**src/rtl/fetch_pkg.sv**
```systemverilog
// rtl/fetch_pkg.sv - shared constants and types for the instruction fetch stage
package fetch_pkg;

  localparam int INSTR_BYTES = 4;
  localparam int DEF_ADDR_W  = 64;
  localparam int DEF_INSTR_W = 32;

  typedef enum logic [1:0] {
    S_IDLE,
    S_RUN,
    S_FULL,
    S_FAULT
  } fetch_state_t;

  typedef struct packed {
    logic [DEF_ADDR_W-1:0]  pc;
    logic [DEF_INSTR_W-1:0] instr;
  } fetch_entry_t;

endpackage

```
**src/rtl/fetch_fifo.sv**
```systemverilog
// rtl/fetch_fifo.sv - synchronous instruction FIFO with flush, count, full and empty
module fetch_fifo #(
  parameter int DEPTH  = 4,
  parameter int DATA_W = 96
) (
  input  logic                   clk,
  input  logic                   reset,
  input  logic                   push,
  input  logic [DATA_W-1:0]      push_data,
  input  logic                   pop,
  input  logic                   flush,
  output logic [DATA_W-1:0]      head,
  output logic [$clog2(DEPTH):0] count,
  output logic                   full,
  output logic                   empty
);

  localparam int AW = $clog2(DEPTH);

  logic [DATA_W-1:0] mem [DEPTH];
  logic [AW-1:0]     wr_ptr;
  logic [AW-1:0]     rd_ptr;
  logic              do_push;
  logic              do_pop;

  assign full    = (count == (AW+1)'(DEPTH));
  assign empty   = (count == '0);
  assign do_pop  = pop && !empty;
  assign do_push = push && (!full || do_pop);
  assign head    = mem[rd_ptr];

  // Storage write; contents need no reset because count gates visibility
  always_ff @(posedge clk) begin
    if (do_push) begin
      mem[wr_ptr] <= push_data;
    end
  end

  // Pointer and occupancy update; flush empties the queue in one cycle
  always_ff @(posedge clk) begin
    if (!reset || flush) begin
      wr_ptr <= '0;
      rd_ptr <= '0;
      count  <= '0;
    end else begin
      if (do_push) wr_ptr <= wr_ptr + AW'(1);
      if (do_pop)  rd_ptr <= rd_ptr + AW'(1);
      if (do_push && !do_pop) begin
        count <= count + (AW+1)'(1);
      end else if (!do_push && do_pop) begin
        count <= count - (AW+1)'(1);
      end
    end
  end

endmodule

```
**src/rtl/fetch_unit.sv**
```systemverilog
// rtl/fetch_unit.sv - decoupled LEGv8 fetch stage; FETCH_MISALIGN_CHK_EN adds misalign_o and S_FAULT
module fetch_unit
  import fetch_pkg::*;
#(
  parameter int                ADDR_W   = DEF_ADDR_W,
  parameter int                INSTR_W  = DEF_INSTR_W,
  parameter logic [ADDR_W-1:0] RESET_PC = '0,
  parameter int                DEPTH    = 4,
  parameter int                MAX_OUT  = 4
) (
  input  logic               clk,
  input  logic               reset,
  input  logic               redirect_i,
  input  logic [ADDR_W-1:0]  redirect_pc_i,
  output logic               imem_req_o,
  output logic [ADDR_W-1:0]  imem_addr_o,
  input  logic               imem_gnt_i,
  input  logic               imem_rvalid_i,
  input  logic [INSTR_W-1:0] imem_rdata_i,
  output logic               out_valid_o,
  input  logic               out_ready_i,
  output logic [ADDR_W-1:0]  out_pc_o,
  output logic [INSTR_W-1:0] out_instr_o
`ifdef FETCH_MISALIGN_CHK_EN
  ,
  output logic               misalign_o
`endif
);

  localparam int                OW    = $clog2(MAX_OUT + 1);
  localparam int                FW    = $clog2(DEPTH) + 1;
  localparam logic [OW-1:0]     ONE_O = OW'(1);
  localparam logic [ADDR_W-1:0] STEP  = ADDR_W'(INSTR_BYTES);

  fetch_state_t                state;
  logic [ADDR_W-1:0]           pc;
  logic [ADDR_W-1:0]           resp_pc;
  logic [OW-1:0]               total_out;
  logic [OW-1:0]               live_out;
  logic [OW-1:0]               drop_cnt;
  logic [OW-1:0]               total_nxt;
  logic [FW-1:0]               fifo_count;
  logic                        fifo_full;
  logic                        fifo_empty;
  logic [ADDR_W+INSTR_W-1:0]   head;
  logic                        issue_ok;
  logic                        fire;
  logic                        rsp;
  logic                        accept;
  logic                        redirect_take;
  logic                        do_pop;

  // Live requests reserve a FIFO slot so every kept response has room when it lands
  assign issue_ok = !fifo_full
                    && (int'(live_out) + int'(fifo_count) < DEPTH)
                    && (int'(total_out) < MAX_OUT);

  assign redirect_take = redirect_i && (state != S_IDLE);
  assign imem_req_o    = (state == S_RUN) && issue_ok && !redirect_i;
  assign imem_addr_o   = pc;
  assign fire          = imem_req_o && imem_gnt_i;
  // With nothing in flight a response can only be a leftover from before reset
  assign rsp           = imem_rvalid_i && (total_out != '0);
  assign accept        = rsp && (drop_cnt == '0);
  assign do_pop        = out_valid_o && out_ready_i && !redirect_take;

  assign out_valid_o = !fifo_empty;
  assign out_pc_o    = out_valid_o ? head[ADDR_W+INSTR_W-1:INSTR_W] : '0;
  assign out_instr_o = out_valid_o ? head[INSTR_W-1:0] : '0;

  // Outstanding count after this cycle's grant and response
  always_comb begin
    total_nxt = total_out;
    if (fire && !rsp) begin
      total_nxt = total_out + ONE_O;
    end else if (!fire && rsp) begin
      total_nxt = total_out - ONE_O;
    end
  end

  // Fetch state machine; a redirect restarts fetch from any state but S_IDLE
  always_ff @(posedge clk) begin
    if (!reset) begin
      state <= S_IDLE;
`ifdef FETCH_MISALIGN_CHK_EN
      misalign_o <= 1'b0;
`endif
    end else if (redirect_take) begin
`ifdef FETCH_MISALIGN_CHK_EN
      if (redirect_pc_i[1:0] != 2'b00) begin
        state      <= S_FAULT;
        misalign_o <= 1'b1;
      end else begin
        state      <= S_RUN;
        misalign_o <= 1'b0;
      end
`else
      state <= S_RUN;
`endif
    end else begin
      case (state)
        S_IDLE:  state <= S_RUN;
        S_RUN:   if (!issue_ok) state <= S_FULL;
        S_FULL:  if (issue_ok) state <= S_RUN;
        default: state <= state;
      endcase
    end
  end

  // Request and response PCs; the response PC only advances on kept responses
  always_ff @(posedge clk) begin
    if (!reset) begin
      pc      <= RESET_PC;
      resp_pc <= RESET_PC;
    end else if (redirect_take) begin
      pc      <= redirect_pc_i;
      resp_pc <= redirect_pc_i;
    end else begin
      if (fire)   pc      <= pc + STEP;
      if (accept) resp_pc <= resp_pc + STEP;
    end
  end

  // In-flight bookkeeping: all outstanding, those still wanted, and those to discard
  always_ff @(posedge clk) begin
    if (!reset) begin
      total_out <= '0;
      live_out  <= '0;
      drop_cnt  <= '0;
    end else begin
      total_out <= total_nxt;
      if (redirect_take) begin
        live_out <= '0;
        drop_cnt <= total_nxt;
      end else begin
        if (fire && !accept) begin
          live_out <= live_out + ONE_O;
        end else if (!fire && accept) begin
          live_out <= live_out - ONE_O;
        end
        if (rsp && (drop_cnt != '0)) begin
          drop_cnt <= drop_cnt - ONE_O;
        end
      end
    end
  end

  fetch_fifo #(
    .DEPTH  (DEPTH),
    .DATA_W (ADDR_W + INSTR_W)
  ) u_fifo (
    .clk       (clk),
    .reset     (reset),
    .push      (accept && !redirect_take),
    .push_data ({resp_pc, imem_rdata_i}),
    .pop       (do_pop),
    .flush     (redirect_take),
    .head      (head),
    .count     (fifo_count),
    .full      (fifo_full),
    .empty     (fifo_empty)
  );

endmodule
```
**config.mk**
```make
export PLATFORM = sky130hd
export DESIGN_NAME = fetch_unit
export DESIGN_NICKNAME = d
export VERILOG_FILES = /design/src/rtl/fetch_pkg.sv /design/src/rtl/fetch_fifo.sv /design/src/rtl/fetch_unit.sv
export SDC_FILE = /design/constraint.sdc
export NUM_CORES = 1
export LEC_CHECK = 0
export CAP_MARGIN = 20
export CORE_MARGIN = 2
export CORE_UTILIZATION = 45
export CTS_BUF_LIST = sky130_fd_sc_hd__clkbuf_16
export DETAILED_ROUTE_END_ITERATION = 6
export GPL_TIMING_DRIVEN = 0
export PLACE_DENSITY = 0.65
export SETUP_SLACK_MARGIN = 0.05
export SYNTH_ARGS = -nofsm -noshare
export SYNTH_HDL_FRONTEND = slang
export SYNTH_SLANG_ARGS = --single-unit
export TNS_END_PERCENT = 50
```
**constraint.sdc**
```tcl
create_clock -name clk -period 4.8 [get_ports clk]
set_input_delay 0.48 -clock clk [delete_from_list [all_inputs] [get_ports clk]]
set_output_delay 0.48 -clock clk [all_outputs]
set_load 0.005 [all_outputs]
```
==> results of run 1 <==
-- area by class of cell --
cell class / instances / area share (%)
diodes: 1 / 0.00894
clock inverters: 43 / 1.24
plain buffers: 95 / 1.37
repair buffers: 270 / 9.86
flip-flops and latches: 530 / 51.6
inverters: 22 / 0.295
multi-input cells: 972 / 27.6
well taps: 672 / 3.00
clock buffers: 56 / 5.01
-- sequential cells by signal (all words and copies together), names as in the netlist, named ones only --
signal / cells
drop_cnt: 3
imem_addr_o: 63
u_fifo.wr_ptr: 2
resp_pc: 63
live_out: 3
u_fifo.mem: 384
total_out: 3
u_fifo.count: 3
u_fifo.rd_ptr: 2
state: 2
-- final timing paths --
kind / endpoint / slack (ns)
setup reg to reg: u_fifo.mem[2][16] / 0.98
hold reg to reg: live_out[2] / 0.52
setup / recovery: out_instr_o[19] / 0.33
hold / removal: resp_pc[0] / 0.47
-- where the power goes --
group | switching (uW) | leakage, uW | internal (uW)
logic | 1540 | 0.00327 | 1550
registers | 478 | 0.00471 | 5510
clock network | 1760 | 0.000879 | 2380
total | 3780 | 0.00887 | 9440
-- metrics by stage --
stage | cell area (um^2) | hold slack (ns) | util, %
6_report | 28000 | 0.468 | 56.1
5_1_grt | 28000 | 0.457 | 56.1
4_1_cts | 28000 | 0.425 | 56.1
3_5_place_dp | 26200 | 0.503 | 52.6
3_3_place_gp | 26100 | 0.479 | 52.3
2_1_floorplan | 22600 | 0.462 | -
-- worst min-delay path: cells and delay by family --
kind / cells / cell delay (ns)
AND/OR/NAND/NOR: 1 / 0.07
AO/OA/AOI/OAI: 1 / 0.05
buffers and inverters: 1 / 0.44
-- cell families after synthesis --
kind of cell	Yosys count	synth area share, %
fa+ha+maj	18	1.05
xor+xnor	61	2.36
buf+inv	118	2.00
simple gates	531	13.6
compound gates	256	6.97
mux	106	10.0
flops	530	64.0
-- metal layers --
layer  wire [um]  part of all wire, %  up-vias
li1            -                    -     7043
met1       26800                   42     7798
met2       29200                   46      688
met3        5180                  8.1      156
met4        2860                  4.5        4
met5          27                0.042        -
-- cell usage after synthesis, types with 15 or more instances --
library cell / n / area [um^2]
nand3_1: 41 / 205
nor4_1: 19 / 119
a31oi_1: 36 / 225
o21ai_0: 74 / 370
o31ai_1: 21 / 158
ha_1: 15 / 188
buf_1: 16 / 60.1
dfxtp_1: 146 / 2920
or3_1: 19 / 119
nand4_1: 54 / 338
xor2_1: 39 / 342
inv_1: 22 / 82.6
nor2_1: 46 / 173
nand2_1: 78 / 293
a211oi_1: 19 / 143
and4_1: 28 / 245
nor3_1: 44 / 220
clkbuf_1: 77 / 289
or4_1: 30 / 225
mux4_2: 96 / 2160
edfxtp_1: 384 / 11500
and2_1: 117 / 732
a21oi_1: 65 / 325
xnor2_1: 22 / 193
and3_1: 21 / 131
==> flow_summary.ini, run 1 <==
[final_layout]
final_common_cell = edfxtp_1
final_cell_mix = 384 x edfxtp_1, 263 x clkdlybuf4s50_1, 146 x dfxtp_1, 113 x and2_1, 96 x mux4_2
ff_latch_area_mm2 = 0.0145
multi_input_area_mm2 = 0.00771
fin_nets = 2065
drive_gt1_share_pct = 10.4
fillers = 4064
area_growth_pct = 23.9
final_cell_count_no_fill = 2661

[clock_tree]
cts-buffers-inserted = 55
post_cts_resized = 3
post-cts-setup-buffers = 0
cts_buffer_depth = 3
cts_tree = built
clock_latency_ns = 0.62
clockRootBuffer = clkbuf_16
ctsHoldBuffers = 0
cts_num_sinks = 530
htree_levels = 2
clkTransAtPathRegs_ns = 0.06

[critical_path]
cp.arrival_ns = 3.99
slowest_stage = or3_1
r2r_cells = 8
end_kind = output pin
crit_buf_inv = 3
worstPathRequired_ns = 4.32
worstSetupPathType = reg2out
crit_chain = or3_1 -> clkbuf_1 -> clkbuf_1 -> and2_1 -> clkdlybuf4s50_1
cp-startpoint = u_fifo.count[0]
start_kind = register
crit_top_cell = clkbuf_1
crit_cells = 5
reg2reg_from = total_out[0]
slowest_delay_ns = 0.80
cp_max_fo = 11
cp_top_family = buffers and inverters

[floorplanning]
core-area_mm2 = 0.0499
die_h_um = 228
top_level_ports = 264
start_util_pct = 45.3
die_x_um = 228
die_area_mm2 = 0.0520
rows = 82

[grt]
grt_util_met2_pct = 37.3
grt_use_met3_pct = 5.68
grt_max_degree = 56
grt_util_met1_pct = 32.8
grt_pass1_vias = 15100
grt-busiest-layer = met2
grt.total_usage_pct = 24.1
antenna_found_initial = 2
grt.overflow.total = 0
grt_pass1_wl_um = 94800

[timing]
hold_viol = 0
rsz0062_at_grt = no
finalSetupViolCount = 0
fin_ws_ns = 0.326
fin_setup_tns_ns = 0
tightest_slew_ns = 1.02
finClkSkew_ns = 0.0197
max_freq_mhz = 224
drv_slew = 0
max_slew_margin_pct = 32.1
min_period_ns = 4.47
post-route-period-util_pct = 93.2

[yosys]
synth_nets = 1739
ys_ff_latch = 530
synth_seq_area_share_pct = 64.0
netlist-cell-type-count = 66
synth_cells = 1620
synth_ff_type = edfxtp_1
async_reset_ff_share_pct = 0
yosys_warnings = 0
synth_edf_count = 384
syn_area_mm2 = 0.0226
synth.avg_cell_area_um2 = 13.9

[power_and_ir_drop]
power_density_mw_per_mm2 = 472
p_leak_uw = 0.00887
ir_drop_mv = 0.307
fin_total_pwr_uw = 13200

[routing]
via_per_inst = 5.90
dr.pass1.iters = 6
drt-total-wl_um = 64000
wl_per_cell_um = 24.1
num_vias = 15700
drt_iter0_drc = 1636
drcViolationCount = 0
ant_nets = 0

[run]
cap_violations = 0

[place]
place_ws_ns = 0.556
post-dp-hpwl_um = 44800
io_buffers = 263
gp_congestion = 0.920
dp_cells = 2562

[run_status]
outcome = completed

[worst_hold_path]
hp-class = in2reg
holdPathStages = 3
hold_start = redirect_pc_i[0]
Power figures use the tool's default switching activity.
==> run 2: changes to the inputs <==
--- a/config.mk
+++ b/config.mk
@@ -16,4 +16,4 @@
 export SYNTH_ARGS = -nofsm -noshare
 export SYNTH_HDL_FRONTEND = slang
 export SYNTH_SLANG_ARGS = --single-unit
-export TNS_END_PERCENT = 50
+export TNS_END_PERCENT = 30
==> flow_summary.ini, run 2 (same netlist as run 1, synthesis figures left out) <==
[floorplanning]
start_util_pct = 45.3
top_level_ports = 264
die_h_um = 228
die_x_um = 228
rows = 82
core-area_mm2 = 0.0499
die_area_mm2 = 0.0520

[power_and_ir_drop]
seqPwrFrac_pct = 45.3
p_sw_uw = 3770
clockPowerShare_pct = 31.3
sw_frac_of_total_pct = 28.6
combPwrFrac_pct = 23.4
p_leak_uw = 0.00887
fin_total_pwr_uw = 13200
p_int_uw = 9440
power_density_mw_per_mm2 = 472
ir_drop_mv = 0.308

[timing]
post-route-period-util_pct = 93.2
finalSetupViolCount = 0
max_slew_margin_pct = 31.1
tightest_slew_ns = 1.02
rsz0062_at_grt = no
finClkSkew_ns = 0.0163
max_freq_mhz = 223
hold_viol = 0
min_period_ns = 4.47
fin_ws_ns = 0.325
drv_slew = 0

[final_layout]
drive_gt1_share_pct = 10.4
regMostFlops = u_fifo.mem
final_util_pct = 56.1
largest_reg_flops = 384
final_cell_mix = 384 x edfxtp_1, 263 x clkdlybuf4s50_1, 146 x dfxtp_1, 113 x and2_1, 96 x mux4_2
final_common_cell = edfxtp_1
fin_nets = 2065
fillers = 4066
area_growth_pct = 23.9

[grt]
grt_pass1_wl_um = 94800
grt.total_usage_pct = 24.1
grt.overflow.total = 0
grt_pass1_vias = 15100
antenna_found_initial = 2
grt_max_degree = 56

[clock_tree]
clkTransAtPathRegs_ns = 0.06
clockRootBuffer = clkbuf_16
htree_levels = 2
clock_latency_ns = 0.62
cts_buffer_depth = 3
cts_num_sinks = 530
cts-buffers-inserted = 55
cts_tree = built
post-cts-setup-buffers = 0

[critical_path]
end_kind = output pin
cp_max_fo = 11
cp.arrival_ns = 3.99
start_kind = register
worstPathRequired_ns = 4.32
worstSetupPathType = reg2out

[routing]
num_vias = 15700
drcViolationCount = 0
wl_per_cell_um = 24.0
drt_iter0_drc = 1613
ant_nets = 0
via_per_inst = 5.89
dr.pass1.iters = 7
drt-total-wl_um = 64000

[run_status]
outcome = completed

[place]
io_buffers = 263
gp_congestion = 0.920
place_ws_ns = 0.556
post-dp-hpwl_um = 44800

[worst_hold_path]
hp-class = in2reg

[run]
cap_violations = 0
==> run 2: changes by cell type in the layout (fill, tap and decap cells not counted) <==
| cell | previous run | this run |
|---|---|---|
| clkbuf_2 | 3 | 4 |
| clkdlybuf4s15_2 | 1 | 0 |
==> run 2: timing repair <==
item / CTS / global route
gates resized for setup: 0 / 9
setup endpoints to repair: 24 / 40
hold buffers: 0 / 0
==> run 2: worst paths after layout <==
path	cells past startpoint	start	end	slack, ns
setup / recovery	5	u_fifo.count[0]	out_instr_o[19]	0.33
hold / removal	3	redirect_pc_i[0]	resp_pc[0]	0.47
setup reg to reg	8	total_out[0]	u_fifo.mem[2][16]	0.99
hold reg to reg	2	live_out[2]	live_out[2]	0.52
==> run 2: power groups by stage <==
stage          logic (uW)  clock network, uW  registers [uW]
4_1_cts              3120               4220            5970
3_3_place_gp         3040                  0            6080
5_1_grt              3330               4390            6060
2_1_floorplan        1730                  0            5920
3_5_place_dp         3110                  0            6070
6_report             3090               4140            5990
==> run 2: worst max-delay path, stage by stage, from the launching register on <==
cell and delay [ns]:
dfxtp_1 0.50, or3_1 0.79, clkbuf_1 0.81, clkbuf_1 0.51, and2_1 0.24, clkdlybuf4s50_1 0.50
==> run 2: layout make-up <==
| cell class | count | area [um^2] | area share [%] |
|---|---|---|---|
| diodes | 1 | 2.50 | 0.00894 |
| plain buffers | 95 | 377 | 1.35 |
| clock buffers | 56 | 1400 | 5.01 |
| clock inverters | 43 | 348 | 1.24 |
| inverters | 22 | 82.6 | 0.295 |
| multi-input cells | 972 | 7710 | 27.6 |
| flip-flops and latches | 530 | 14500 | 51.7 |
| well taps | 672 | 841 | 3.01 |
| repair buffers | 270 | 2760 | 9.86 |
==> run 2: layer usage <==
layer | track usage, % | vias to the layer above | wire length (um)
met4 | 10.4 | 4 | 2770
met2 | 37.3 | 662 | 29200
li1 | - | 7033 | -
met3 | 5.68 | 147 | 5120
met1 | 32.8 | 7829 | 26800
met5 | 0 | - | 27
==> run 2: stage by stage <==
step | hold WS (ns) | setup TNS (ns) | instance area [um^2] | instances
after floorplan | 0.462 | 0 | 22600 | 1620
after global placement | 0.479 | -970.78 | 26100 | 2555
final | 0.471 | 0 | 28000 | 2661
after detailed placement | 0.503 | 0 | 26200 | 2562
after CTS | 0.425 | -0.00953 | 28000 | 2660
after global routing | 0.457 | 0 | 28000 | 2660
